$ cat config.mk
export PLATFORM = sky130hd
export DESIGN_NAME = ex_flag_stage
export DESIGN_NICKNAME = d
export VERILOG_FILES = /design/src/rtl/ex_flag_stage.sv
export SDC_FILE = /design/constraint.sdc
export NUM_CORES = 1
export LEC_CHECK = 0
export BUFFER_PORTS_ARGS = -buffer_cell sky130_fd_sc_hd__buf_2
export CORE_UTILIZATION = 30
export DETAILED_ROUTE_END_ITERATION = 8
export GPL_ROUTABILITY_DRIVEN = 0
export PLACE_DENSITY_LB_ADDON = 0.3
export SETUP_SLACK_MARGIN = 0.3
export SLEW_MARGIN = 20
export SYNTH_ARGS = -nofsm -noshare
export SYNTH_HDL_FRONTEND = slang
export SYNTH_SLANG_ARGS = --single-unit
$ cat constraint.sdc
create_clock -name clk -period 2.16 [get_ports clk]
set_clock_uncertainty 0.1 [all_clocks]
set_input_delay 0.216 -clock clk [delete_from_list [all_inputs] [get_ports clk]]
set_output_delay 0.216 -clock clk [all_outputs]
set_load 0.05 [all_outputs]
$ cat src/rtl/ex_flag_stage.sv
`default_nettype none
// ============================================================================
// Module      : ex_flag_stage
// Description : EX->MEM boundary register sitting directly after the
//               addsub_16bit datapath. Captures the (already saturated)
//               ALU result with its destination info, owns the
//               architectural N/Z/V flag register and counts retired ops.
//               Supports pipeline stall (hold) and flush (bubble).
// Revision    : 1.0 - initial release
// ----------------------------------------------------------------------------
// Parameters
//   DST_W        width of the destination register index
//   CNT_W        width of the retired-op counter (wraps modulo 2^CNT_W)
// Ports
//   clk          clock, all state changes on the rising edge
//   rst_n        synchronous active-low reset, clears every register
//   stall        hold all state this edge
//   flush        load a bubble this edge (takes priority over stall)
//   in_valid     EX stage holds a real instruction
//   op           00 ADD, 01 SUB, 10 PADDSB, 11 RED
//   a, b         ALU operands, identical to those driven to addsub_16bit
//   s            saturated addsub_16bit result
//   in_dst       destination register index
//   in_wr_en     instruction writes the register file
//   out_valid    MEM-stage instruction valid
//   out_result   registered s
//   out_dst      registered in_dst
//   out_wr_en    registered in_wr_en & in_valid
//   flag_n/z/v   negative / zero / signed-overflow flags
//   retired_cnt  number of valid ops captured on load edges
// ============================================================================
module ex_flag_stage #(
  parameter int DST_W = 4,
  parameter int CNT_W = 16
) (
  input  logic             clk,
  input  logic             rst_n,
  input  logic             stall,
  input  logic             flush,
  input  logic             in_valid,
  input  logic [1:0]       op,
  input  logic [15:0]      a,
  input  logic [15:0]      b,
  input  logic [15:0]      s,
  input  logic [DST_W-1:0] in_dst,
  input  logic             in_wr_en,
  output logic             out_valid,
  output logic [15:0]      out_result,
  output logic [DST_W-1:0] out_dst,
  output logic             out_wr_en,
  output logic             flag_n,
  output logic             flag_z,
  output logic             flag_v,
  output logic [CNT_W-1:0] retired_cnt
);

  localparam logic [1:0] c_op_add    = 2'b00;
  localparam logic [1:0] c_op_sub    = 2'b01;
  localparam logic [1:0] c_op_paddsb = 2'b10;
  localparam logic [1:0] c_op_red    = 2'b11;

  // --------------------------------------------------------------------------
  // Pipeline registers
  // --------------------------------------------------------------------------
  logic             r_valid;
  logic [15:0]      r_result;
  logic [DST_W-1:0] r_dst;
  logic             r_wr_en;
  logic             r_flag_n;
  logic             r_flag_z;
  logic             r_flag_v;
  logic [CNT_W-1:0] r_cnt;

  // --------------------------------------------------------------------------
  // Combinational helpers
  // --------------------------------------------------------------------------
  logic             w_load;
  logic             w_is_arith;
  logic             w_flag_upd;
  logic [15:0]      w_raw_add;
  logic [15:0]      w_raw_sub;
  logic             w_ovf_add;
  logic             w_ovf_sub;
  logic             w_ovf;

  // A load edge is any edge not overridden by flush or stall; reset is
  // handled separately with the highest priority.
  assign w_load     = !flush && !stall;

  // Only the plain ADD/SUB operations are allowed to touch the flags;
  // the packed (PADDSB) and reduction (RED) modes leave them alone.
  assign w_is_arith = (op == c_op_add) || (op == c_op_sub);
  assign w_flag_upd = in_valid && w_is_arith;

  // Overflow is recomputed from the raw operands because s is saturated:
  // a clamped 0x7FFF/0x8000 no longer carries the overflow information.
  // Only bit 15 of the unsaturated sum/difference is needed.
  assign w_raw_add  = a + b;
  assign w_raw_sub  = a - b;
  assign w_ovf_add  = (a[15] == b[15]) && (w_raw_add[15] != a[15]);
  assign w_ovf_sub  = (a[15] != b[15]) && (w_raw_sub[15] != a[15]);
  assign w_ovf      = (op == c_op_sub) ? w_ovf_sub : w_ovf_add;

  // --------------------------------------------------------------------------
  // State update: reset > flush > stall > load
  // --------------------------------------------------------------------------
  always_ff @(posedge clk) begin
    if (!rst_n) begin
      r_valid  <= 1'b0;
      r_result <= '0;
      r_dst    <= '0;
      r_wr_en  <= 1'b0;
      r_flag_n <= 1'b0;
      r_flag_z <= 1'b0;
      r_flag_v <= 1'b0;
      r_cnt    <= '0;
    end else if (flush) begin
      // Bubble: clear the payload, keep architectural flags and counter.
      r_valid  <= 1'b0;
      r_result <= '0;
      r_dst    <= '0;
      r_wr_en  <= 1'b0;
    end else if (w_load) begin
      r_valid  <= in_valid;
      r_result <= s;
      r_dst    <= in_dst;
      r_wr_en  <= in_wr_en && in_valid;
      if (w_flag_upd) begin
        r_flag_n <= s[15];
        r_flag_z <= (s == 16'h0000);
        r_flag_v <= w_ovf;
      end
      // Free-running wrap, no saturation or sticky overflow.
      if (in_valid) begin
        r_cnt <= r_cnt + 1'b1;
      end
    end
    // stall: every register holds its value
  end

  // --------------------------------------------------------------------------
  // Outputs come straight from registers
  // --------------------------------------------------------------------------
  assign out_valid   = r_valid;
  assign out_result  = r_result;
  assign out_dst     = r_dst;
  assign out_wr_en   = r_wr_en;
  assign flag_n      = r_flag_n;
  assign flag_z      = r_flag_z;
  assign flag_v      = r_flag_v;
  assign retired_cnt = r_cnt;

  // The PADDSB/RED encodings are named for readability of the op map only.
  logic w_unused_ops;
  assign w_unused_ops = (op == c_op_paddsb) || (op == c_op_red);

endmodule
`default_nettype wire

Yosys cells after proc, flatten, opt, wreduce, memory -nomap -nowiden
Cells that the tools add are included.
{"block": "op_classes", "add_sub_neg": 3, "eq_ne": 5, "muxes": 1, "bitwise_logic": 2, "reduce_logical": 13}
{"cell": "adder 16 x 1 -> 16 bit, second input constant", "count": 1}
{"cell": "adder 16 bit", "count": 1}
{"cell": "logical NOT 16 bit", "count": 1}
{"cell": "subtractor 16 bit", "count": 1}
{"cell": "AND reduction 3 bit", "count": 2}
{"cell": "logical AND 1 bit", "count": 5}
{"cell": "inequality test 1 bit", "count": 3}
{"cell": "equality test 2 x 1 -> 1 bit, second input constant", "count": 1}
{"cell": "logical NOT 1 bit", "count": 2}
{"cell": "logical NOT 2 bit", "count": 1}
{"cell": "NOT 1 bit", "count": 2}
{"cell": "OR reduction 2 bit", "count": 1}
{"cell": "equality test 1 bit", "count": 1}
{"cell": "logical OR 1 bit", "count": 1}
{"cell": "2-to-1 mux 1 bit", "count": 1}
{"block": "word_totals", "ff_bits": 41, "inputBits": 60, "output_inout_bits": 41, "word_cells": 32}

Longest topological paths before layout
Gate-level depths: netlist (run 1).
{"block": "logic_depth", "ltp_word": 4, "mapped_depth": 9, "ltp_nobuf": 9}

Worst setup path after synthesis (run 1)
No wires, ideal clock.
{"block": "synth_timing", "kind": "input port to flip-flop", "startpoint": "in b[4]", "endpoint": "reg r_flag_v (netlist: flag_v)", "setup_ns": 0.075, "t_arrival_ns": 1.996, "required_time_ns": 1.985, "setup_slack_ns": -0.010, "stages": 8, "n_path_buf": 0, "cell_sequence": "inv_1 ha_1 or4_1 nor2_1 o311ai_1 a21o_1 mux4_2 o22ai_1"}
{"block": "synth_between", "elab_chain_cells": 4, "elab_cells_between_ends": 7, "cone_classes": "add/sub (2); eq/ne (2); mux (1); reduce/logical (2)"}
{"item": "from (decl)", "line_no": "43", "source": "input logic [15:0] b,"}
{"item": "adder 16 bit / subtractor 16 bit (equally long branches)", "line_no": "98, 99"}
{"item": "inequality test 1 bit, on equally long branches", "line_no": "100, 101"}
{"item": "logical AND 1 bit, on equally long branches", "line_no": "100, 101"}
{"item": "2-to-1 mux 1 bit *", "line_no": "102", "source": "assign w_ovf = (op == c_op_sub) ? w_ovf_sub : w_ovf_add;"}
{"item": "to (signal assigned)", "line_no": "131", "source": "r_flag_v <= w_ovf;"}
{"item": "to (decl)", "line_no": "71", "source": "logic r_flag_v;"}
Mark *: on every way between the ends. The rest lies on a longest branch, timed or not.
A chain may end at the register's enable or synchronous reset.

Worst setup path in the final report (run 1)
{"block": "layout_timing", "startpoint": "in b[3]", "endpoint": "reg r_flag_v (netlist: flag_v)"}
The elaborated chain is that of the path after synthesis.

==> metrics.txt, run 1 <==
Yosys warning total=0; Post-DRT Antenna Nets=0; DRC=0; Multi-input gate area=1505 µm²; drt first pass iters=4; Final Cycle Share=0.9172; Post-synth ARST share=0; post-synthesis net count=between 300 and 400; crit end category=flop; fin crit period=just under 2 ns; Post-Route WL=approximately 5400 µm; Critical Path Fanout Max=2; Yosys reg bits=a little over 40; synth top area cells=dfxtp_1, ha_1, mux2i_1, nor2_1, and2_1; Post-DP Area=3136 µm²; Synth top area share=0.3546; FMAX=~500 MHz; number of port buffers=100; final count of hold timing violations=0; critical path, cell by cell=buf_6, inv_12, ha_4, or4_4, nor2_4, o311ai_4, a21o_1, mux4_2, o22ai_1; CTS clk-pin slew, worst paths=0.08 ns; Total Negative Setup Slacks=0 ns; row count=31; Starting Density=0.3141; H-tree depth=2; cell count after synthesis=roughly 250; layout cell share with drive strength beyond 1=0.4075; Die Area=around 8100 µm²; CP required=between 2 and 2.5 ns; largest net degree at the start of global routing=24; Critical Path Max Stage Delay=0.55 ns; Max-cap violations=0; status=complete, no violations; Critical Path Source Type=primary input; vias in the first global route=approximately 2100; CTS sink count=41; hpwl dp=around 4300 µm; biggest area consumer among synthesized cells=dfxtp_1; Least-Margin Pin Slew=0.8477 ns; initial antenna violation count=0; Die H=roughly 90 µm; maximum root-to-sink buffer count=2; Seq. cell area=~830 µm²; Rel. slew slack=0.4349; first-pass GRT wire length=approximately 9400 µm; VDD IR-drop max=between 0.3 and 0.4 mV; mapped cell area=2315 µm²; RSZ-0062 raised after global routing=true; routed vias/inst=4.536; worst min path class=in2reg; fin. max-slew vios=0; WL per Instance=~11 µm; CP max stage cell=or4_4; nets@finish=between 400 and 500; Setup CP Type=in2reg; CTS tree=built; ANT cells=0; Clock Latency Late Sink=slightly below 0.3 ns; Setup Viol. Count Final=0; Synth top cells by count=dfxtp_1, ha_1, nor2_1; hold buffers post-CTS=0; post-route cell area=about 3300 µm²; TritonCTS Buffers=5; io pins=~100; CP arrival=about 2.1 ns; Iter 0 DRT Violations=53; Core Region=between 7000 and 8000 µm²; syn_area_per_cell=slightly above 9 µm²; CTS root buffer=clkbuf_8; die extent in x=roughly 90 µm; pwr/cell area=about 550 nW/µm²; area delta synth->final=43.62%; Total Routing Usage GR=0.1395; vias=2141; top-count cell post-synth=dfxtp_1; Yosys cell types=34; Post-synth top flop=dfxtp_1; Post-synth EDFFs=0; Leak=approximately 1.7 nW; sequential fraction of the synthesis area=0.3546; Worst Hold Slack=around 0.056 ns; Fill cells=~750; grt ovf=0
flip-flops by register name (all words and copies together), names as in the netlist:
| register | flops |
|---|---|
| flag_n | 1 |
| out_wr_en | 1 |
| retired_cnt | 16 |
| flag_z | 1 |
| flag_v | 1 |
| out_dst | 4 |
| out_valid | 1 |
| out_result | 16 |
cells in the final DEF, fill, tap and decap left out, drive strengths merged, types with 7 or more instances in the layout:
master,count
xnor2,9
inv,19
nor2b,7
dfxtp,41
nand2,10
mux2i,23
ha,29
buf,119
nor2,28
nand3,8
and2,13
a21oi,12
cells by family (layout without fill, tap and decap cells):
logic type / after synthesis / count (layout) / synth area share
xor+xnor: 13 / 13 / 0.04919
compound gates: 30 / 30 / 0.08217
buf+inv: 26 / 146 / 0.04216
fa+ha+maj: 29 / 29 / 0.1568
simple gates: 90 / 90 / 0.2060
flops: 41 / 41 / 0.3546
mux: 24 / 24 / 0.1092
where the power goes:
group	leakage, nW	internal, W	switching (W)
combinational	1.28	0.000167	0.000204
clock	0.0663	0.000413	0.000273
sequential	0.336	0.000768	0.00000802
routing by layer:
metal,track usage,wire length [µm],vias to the layer above
li1,-,-,1108
met1,0.1752,2524,976
met2,0.2391,2557,51
met3,0.03384,236,6
met4,0.03415,75,0
met5,0,0,-
area by class of cell:
type                    instances  share of cell area
clock buffers                   6             0.02823
clock inverters                 2             0.01054
inverters                      19             0.02522
multi-input cells             186              0.4528
flip-flops and latches         41              0.2507
well taps                      99             0.03726
repair buffers                119              0.1953
repair_timing:
item | in CTS | in global routing
setup buffers | 0 | 0
setup endpoints to repair | 1 | 3
endpoints found under the hold margin | 0 | 0
gates resized for setup | 7 | 5
pin swaps | 4 | 1
through the flow:
stage          utilization  std cells  setup slack (ns)  total power [W]
2_1_floorplan            -        253           0.08226         0.001003
3_3_place_gp        0.4255        464           -0.2097         0.001146
3_5_place_dp        0.4255        464           -0.2301         0.001152
4_1_cts             0.4472        472            0.2019         0.001851
5_1_grt             0.4511        472            0.1111         0.001939
6_report            0.4511        472            0.1788         0.001833
critical path, delay by kind of cell:
kind                       cells  cell delay (ns)
and+or+nand+nor                2             0.66
buffers and inverters          2             0.13
adders and majority gates      1             0.22
AOI/OAI and AO/OA              3             0.43
muxes                          1             0.44
path summary, 6_finish.rpt:
kind / from / slack (ns) / endpoint / cells after the start
worst max-delay path: b[3] / 0.18 / flag_v / 9
worst min-delay path: in_dst[1] / 0.06 / out_dst[1] / 3
worst max register to register: retired_cnt[3] / 0.44 / retired_cnt[15] / 7
worst min register to register: flag_v / 0.38 / flag_v / 2
No activity file was read; power rests on OpenSTA's default activity.
==> inputs of run 2 (changes only) <==
--- a/config.mk
+++ b/config.mk
@@ -10,7 +10,7 @@
 export DETAILED_ROUTE_END_ITERATION = 8
 export GPL_ROUTABILITY_DRIVEN = 0
 export PLACE_DENSITY_LB_ADDON = 0.3
-export SETUP_SLACK_MARGIN = 0.3
+export SETUP_SLACK_MARGIN = 0.15
 export SLEW_MARGIN = 20
 export SYNTH_ARGS = -nofsm -noshare
 export SYNTH_HDL_FRONTEND = slang
==> run 2 against run 1 <==
- wire length is 0.35% higher
- largest cell class unchanged
- via count down 1.4%
- design area increased by 0.53%
- global-route usage decreased by 0.082 points
- first-iteration DRC count fell by 23%
- sequential share of layout area fell by 0.39 points
- critical path depth unchanged
- critical endpoint unchanged
==> metrics.txt, run 2 (synthesis results as in run 1) <==
nets@finish=462; routed vias/inst=4.461; reg-to-reg endpoint=retired_cnt[15]; Final Cycle Share=0.9313; FMAX=a little under 500 MHz; area delta synth->final=44.38%; VDD IR-drop max=~0.33 mV; clock network fraction of total power=0.387; io pins=between 100 and 150; Starting Density=0.3141; Seq pwr share=0.414; Critical Path Source Type=primary input; layout cell share with drive strength beyond 1=0.3984; DRC=0; TritonCTS Buffers=5; commonest non-fill, non-tap cell in the layout=buf_2; Multi-input gate area=1499 µm²; maximum root-to-sink buffer count=2; cells on worst reg2reg path=7; sw power=about 0.00048 W; Setup Viol. Count Final=0; placed cells=roughly 470; WL per Instance=approximately 11 µm; hold buffers post-CTS=0; row count=31; post-route cell area=between 3000 and 4000 µm²; CTS clk-pin slew, worst paths=0.08 ns; Setup Fix Bufs, Post-CTS=0; CTS sink count=41; vias in the first global route=approximately 2000; hpwl dp=between 4000 and 5000 µm; die extent in x=89.84 µm; most frequent cells in the layout=buf_2, dfxtp_1, nor2_1; reg2reg setup slack=0.43 ns; largest net degree at the start of global routing=24; first-pass GRT wire length=between 9000 and 10000 µm; fin. max-slew vios=0; end point of the critical path=flag_v; share of total power in combinational logic=0.200; crit path from=b[6]; Max-cap violations=0; H-tree depth=2; Post-DP Area=around 3100 µm²; CP required=2.28 ns; initial antenna violation count=0; r2r startpoint=retired_cnt[3]; Leak=around 1.7 nW; Clock Latency Late Sink=0.29 ns; Post-Route WL=5413 µm; Final WS setup=approximately 0.15 ns; worst min path class=in2reg; Iter 0 DRT Violations=41; Rel. slew slack=0.4417; Layout Cells excl Fill=between 400 and 500; Switching Fraction=0.2561; drt first pass iters=4; Critical Path Fanout Max=2; CTS tree=built; RSZ-0062 raised after global routing=true; ANT cells=0; Setup CP Type=in2reg; pwr/cell area=563.5 nW/µm²; Seq. cell area=between 800 and 900 µm²; grt ovf=0; status=complete, no violations; CTS root buffer=clkbuf_8; Die Area=just over 8000 µm²; vias=2110; fin crit period=roughly 2 ns; Least-Margin Pin Slew=around 0.84 ns; Core Region=7370 µm²; CP arrival=between 2 and 2.5 ns; Die H=89.84 µm; Total Routing Usage GR=0.1387; Post-DRT Antenna Nets=0; DP Worst Slack=-0.2275 ns; number of port buffers=100; final count of hold timing violations=0; Fill cells=between 700 and 800; crit end category=flop; Cell Int Power=approximately 0.0014 W
[run 2: metrics by stage]
step / power (W) / hold WS (ns) / TNS, ns / util
2_1_floorplan: 0.001004 / 0.2599 / 0 / -
3_3_place_gp: 0.001149 / 0.3460 / -0.2120 / 0.4253
3_5_place_dp: 0.001157 / 0.3545 / -0.2275 / 0.4253
4_1_cts: 0.001896 / 0.04286 / 0 / 0.4452
5_1_grt: 0.001988 / 0.03375 / 0 / 0.4535
6_report: 0.001883 / 0.05493 / 0 / 0.4535
[run 2: timing repair]
item,4_1_cts,5_1_grt
cloned,0,0
setup endpoints to repair,1,1
pin swaps,3,8
endpoints found under the hold margin,0,0
resized for setup,3,13
[run 2: how the worst min path moves through the flow]
stage / from / to / slack [ns] / cells after the start
2_1_floorplan: in_dst[0] / out_dst[0] / 0.26 / 2
3_3_place_gp: in_dst[3] / out_dst[3] / 0.35 / 3
3_5_place_dp: in_dst[0] / out_dst[0] / 0.35 / 3
4_1_cts: in_dst[0] / out_dst[0] / 0.04 / 3
5_1_grt: in_dst[0] / out_dst[0] / 0.03 / 3
6_report: in_dst[2] / out_dst[2] / 0.05 / 3
[run 2: worst max-delay path, cell delays in order]
cell      delay [ns]
buf_6           0.10
inv_4           0.05
ha_4            0.19
or4_4           0.54
nor2_4          0.14
o311ai_4        0.10
a21o_1          0.20
mux4_2          0.44
o22ai_1         0.16
[run 2: layout make-up]
type,instances,share of cell area
sequential,41,0.2467
clock buffer,5,0.02059
multi-input combinational,186,0.4485
timing repair buffer,120,0.2018
inverter,19,0.02583
tap,99,0.03706
clock inverter,3,0.01947
[run 2: per-layer routing]
metal  GRT usage  wire length (µm)  vias to the layer above
met2      0.2353              2586                       54
met5           0                 0                        -
li1            -                 -                     1105
met4     0.04235                67                        0
met3     0.03469               275                        6
met1      0.1721              2484                      945
[run 2: power groups by stage]
stage          Combinational, W  Clock, W  Sequential, W
4_1_cts                0.000364  0.000753       0.000779
5_1_grt                0.000417  0.000789       0.000782
6_report               0.000376  0.000729       0.000779
3_5_place_dp           0.000360         0       0.000796
2_1_floorplan          0.000154         0       0.000849
3_3_place_gp           0.000353         0       0.000796
==> inputs of run 3 (changes only) <==
==> constraint.sdc (replaced) <==
create_clock -name clk -period 2.4 [get_ports clk]
set_clock_uncertainty 0.1 [all_clocks]
set_input_delay 0.24 -clock clk [delete_from_list [all_inputs] [get_ports clk]]
set_output_delay 0.24 -clock clk [all_outputs]
set_load 0.05 [all_outputs]
==> run 3 against run 2 <==
- power is 12% lower
- setup slack better by 0.13 ns
- utilization is 2.9 points lower
- global-route usage is 0.18 points lower
- sequential cell count stayed put
- register-to-register slack better by 0.18 ns
- combinational power is 21% lower
- via count is 0.71% lower
- die area stayed put
- worst hold slack better by 0.021 ns
==> metrics.txt, run 3 (synthesis results as in run 1) <==
Max-cap violations=0; Post-DP Area=slightly below 3000 µm²; DRC=0; die extent in x=89.84 µm; layout cell share with drive strength beyond 1=0.3361; largest net degree at the start of global routing=24; ANT cells=0; Post-Route WL=~5200 µm; Final WS setup=between 0.2 and 0.3 ns; r2r startpoint=retired_cnt[3]; CTS root buffer=clkbuf_8; CTS tree=built; post-route cell area=3131 µm²; hold buffers post-CTS=0; reg-to-reg endpoint=retired_cnt[13]; RSZ-0062 raised after global routing=false; Final Cycle Share=0.8840; crit end category=flop; Rel. slew slack=0.4449; drt first pass iters=4; Core Region=7370 µm²; final core occ=0.4248; Clock Latency Late Sink=between 0.2 and 0.3 ns; Total Negative Setup Slacks=0 ns; Fill cells=a little under 800; Critical Path Source Type=primary input; Leak=1.623 nW; Total Routing Usage GR=0.1369; CTS clk-pin slew, worst paths=roughly 0.09 ns; end point of the critical path=flag_v; grt ovf=0; critical path, cell by cell=buf_2, ha_1, or4_1, nor2_1, o311ai_2, a21o_1, mux4_2, o22ai_1; initial antenna violation count=0; commonest non-fill, non-tap cell in the layout=buf_2; Worst Hold Slack=about 0.076 ns; WL per Instance=11.24 µm; CP arrival=~2.2 ns; FMAX=471.3 MHz; io pins=slightly above 100; Least-Margin Pin Slew=between 0.8 and 0.9 ns; Starting Density=0.3141; CP required=between 2 and 3 ns; reg2reg setup slack=slightly above 0.6 ns; pwr/cell area=532.0 nW/µm²; fin. max-slew vios=0; Setup Viol. Count Final=0; vias=between 2000 and 2500; VDD IR-drop max=between 0.3 and 0.4 mV; first-pass GRT wire length=9239 µm; vias in the first global route=between 2000 and 2500; maximum root-to-sink buffer count=2; Critical Path Fanout Max=3; Setup CP Type=in2reg; final count of hold timing violations=0; TritonCTS Buffers=5; row count=31; Die Area=approximately 8000 µm²; cells on worst reg2reg path=7; nets@finish=approximately 450; worst min path class=in2reg; routed vias/inst=approximately 4.5; DP Worst Slack=-0.03890 ns; most frequent cells in the layout=buf_2, dfxtp_1, ha_1; Die H=around 90 µm; CP max stage cell=or4_1; crit path from=a[4]; status=complete, no violations; fin crit period=approximately 2.1 ns; Post-DRT Antenna Nets=0; hpwl dp=about 4200 µm; area delta synth->final=35.24%; H-tree depth=2; Critical Path Max Stage Delay=roughly 0.51 ns; CTS sink count=41; number of port buffers=100; Iter 0 DRT Violations=22
[run 3: cell count changes in the layout (fill, tap and decap cells not counted), sizes merged]
cell,before,now
inv,19,20
clkinv,1,0
buf,120,109
[run 3: worst min path at each step]
stage	from	to	slack, ns	cells after the start
2_1_floorplan	in_dst[0]	out_dst[0]	0.28	2
4_1_cts	in_dst[2]	out_dst[2]	0.07	3
3_5_place_dp	flag_v	flag_v	0.36	2
6_report	in_dst[2]	out_dst[2]	0.08	3
3_3_place_gp	flag_v	flag_v	0.37	2
5_1_grt	in_dst[2]	out_dst[2]	0.07	3
[run 3: repair_timing]
action | 4_1_cts | 5_1_grt
endpoints found under the setup margin | 0 | 1
resized for setup | 0 | 2
buffers inserted | 0 | 0
[run 3: where the power goes]
part / internal, W / total (W) / switching, W
registers: 0.000693 / 0.000701 / 0.00000718
clock network: 0.000419 / 0.000668 / 0.000249
logic: 0.000129 / 0.000297 / 0.000168
total: 0.00124 / 0.00167 / 0.000425
[run 3: layer usage]
layer | up-vias | track usage | wire length (µm)
met2 | 52 | 0.2301 | 2493
met1 | 954 | 0.1713 | 2343
met5 | - | 0 | 0
met3 | 8 | 0.03215 | 264
li1 | 1081 | - | -
met4 | 0 | 0.04645 | 91
[run 3: through the flow]
stage | instances | total power [W]
4_1_cts | 462 | 0.001683
2_1_floorplan | 253 | 0.0008939
3_3_place_gp | 454 | 0.001006
3_5_place_dp | 454 | 0.001013
6_report | 462 | 0.001665
5_1_grt | 462 | 0.001754
[run 3: worst max-delay path: cells and delay by family]
family	cells	cell delay [ns]
compound gates	3	0.47
simple gates	2	0.66
buf+inv	1	0.11
mux	1	0.44
fa+ha+maj	1	0.31
[run 3: layout make-up]
class | count | area (µm²) | share of cell area
clock buffers | 5 | 68.82 | 0.02198
flip-flops and latches | 41 | 820.8 | 0.2622
well taps | 99 | 123.9 | 0.03957
repair buffers | 109 | 568.0 | 0.1815
multi-input cells | 186 | 1409 | 0.4500
inverters | 19 | 71.32 | 0.02278
clock inverters | 3 | 68.82 | 0.02198
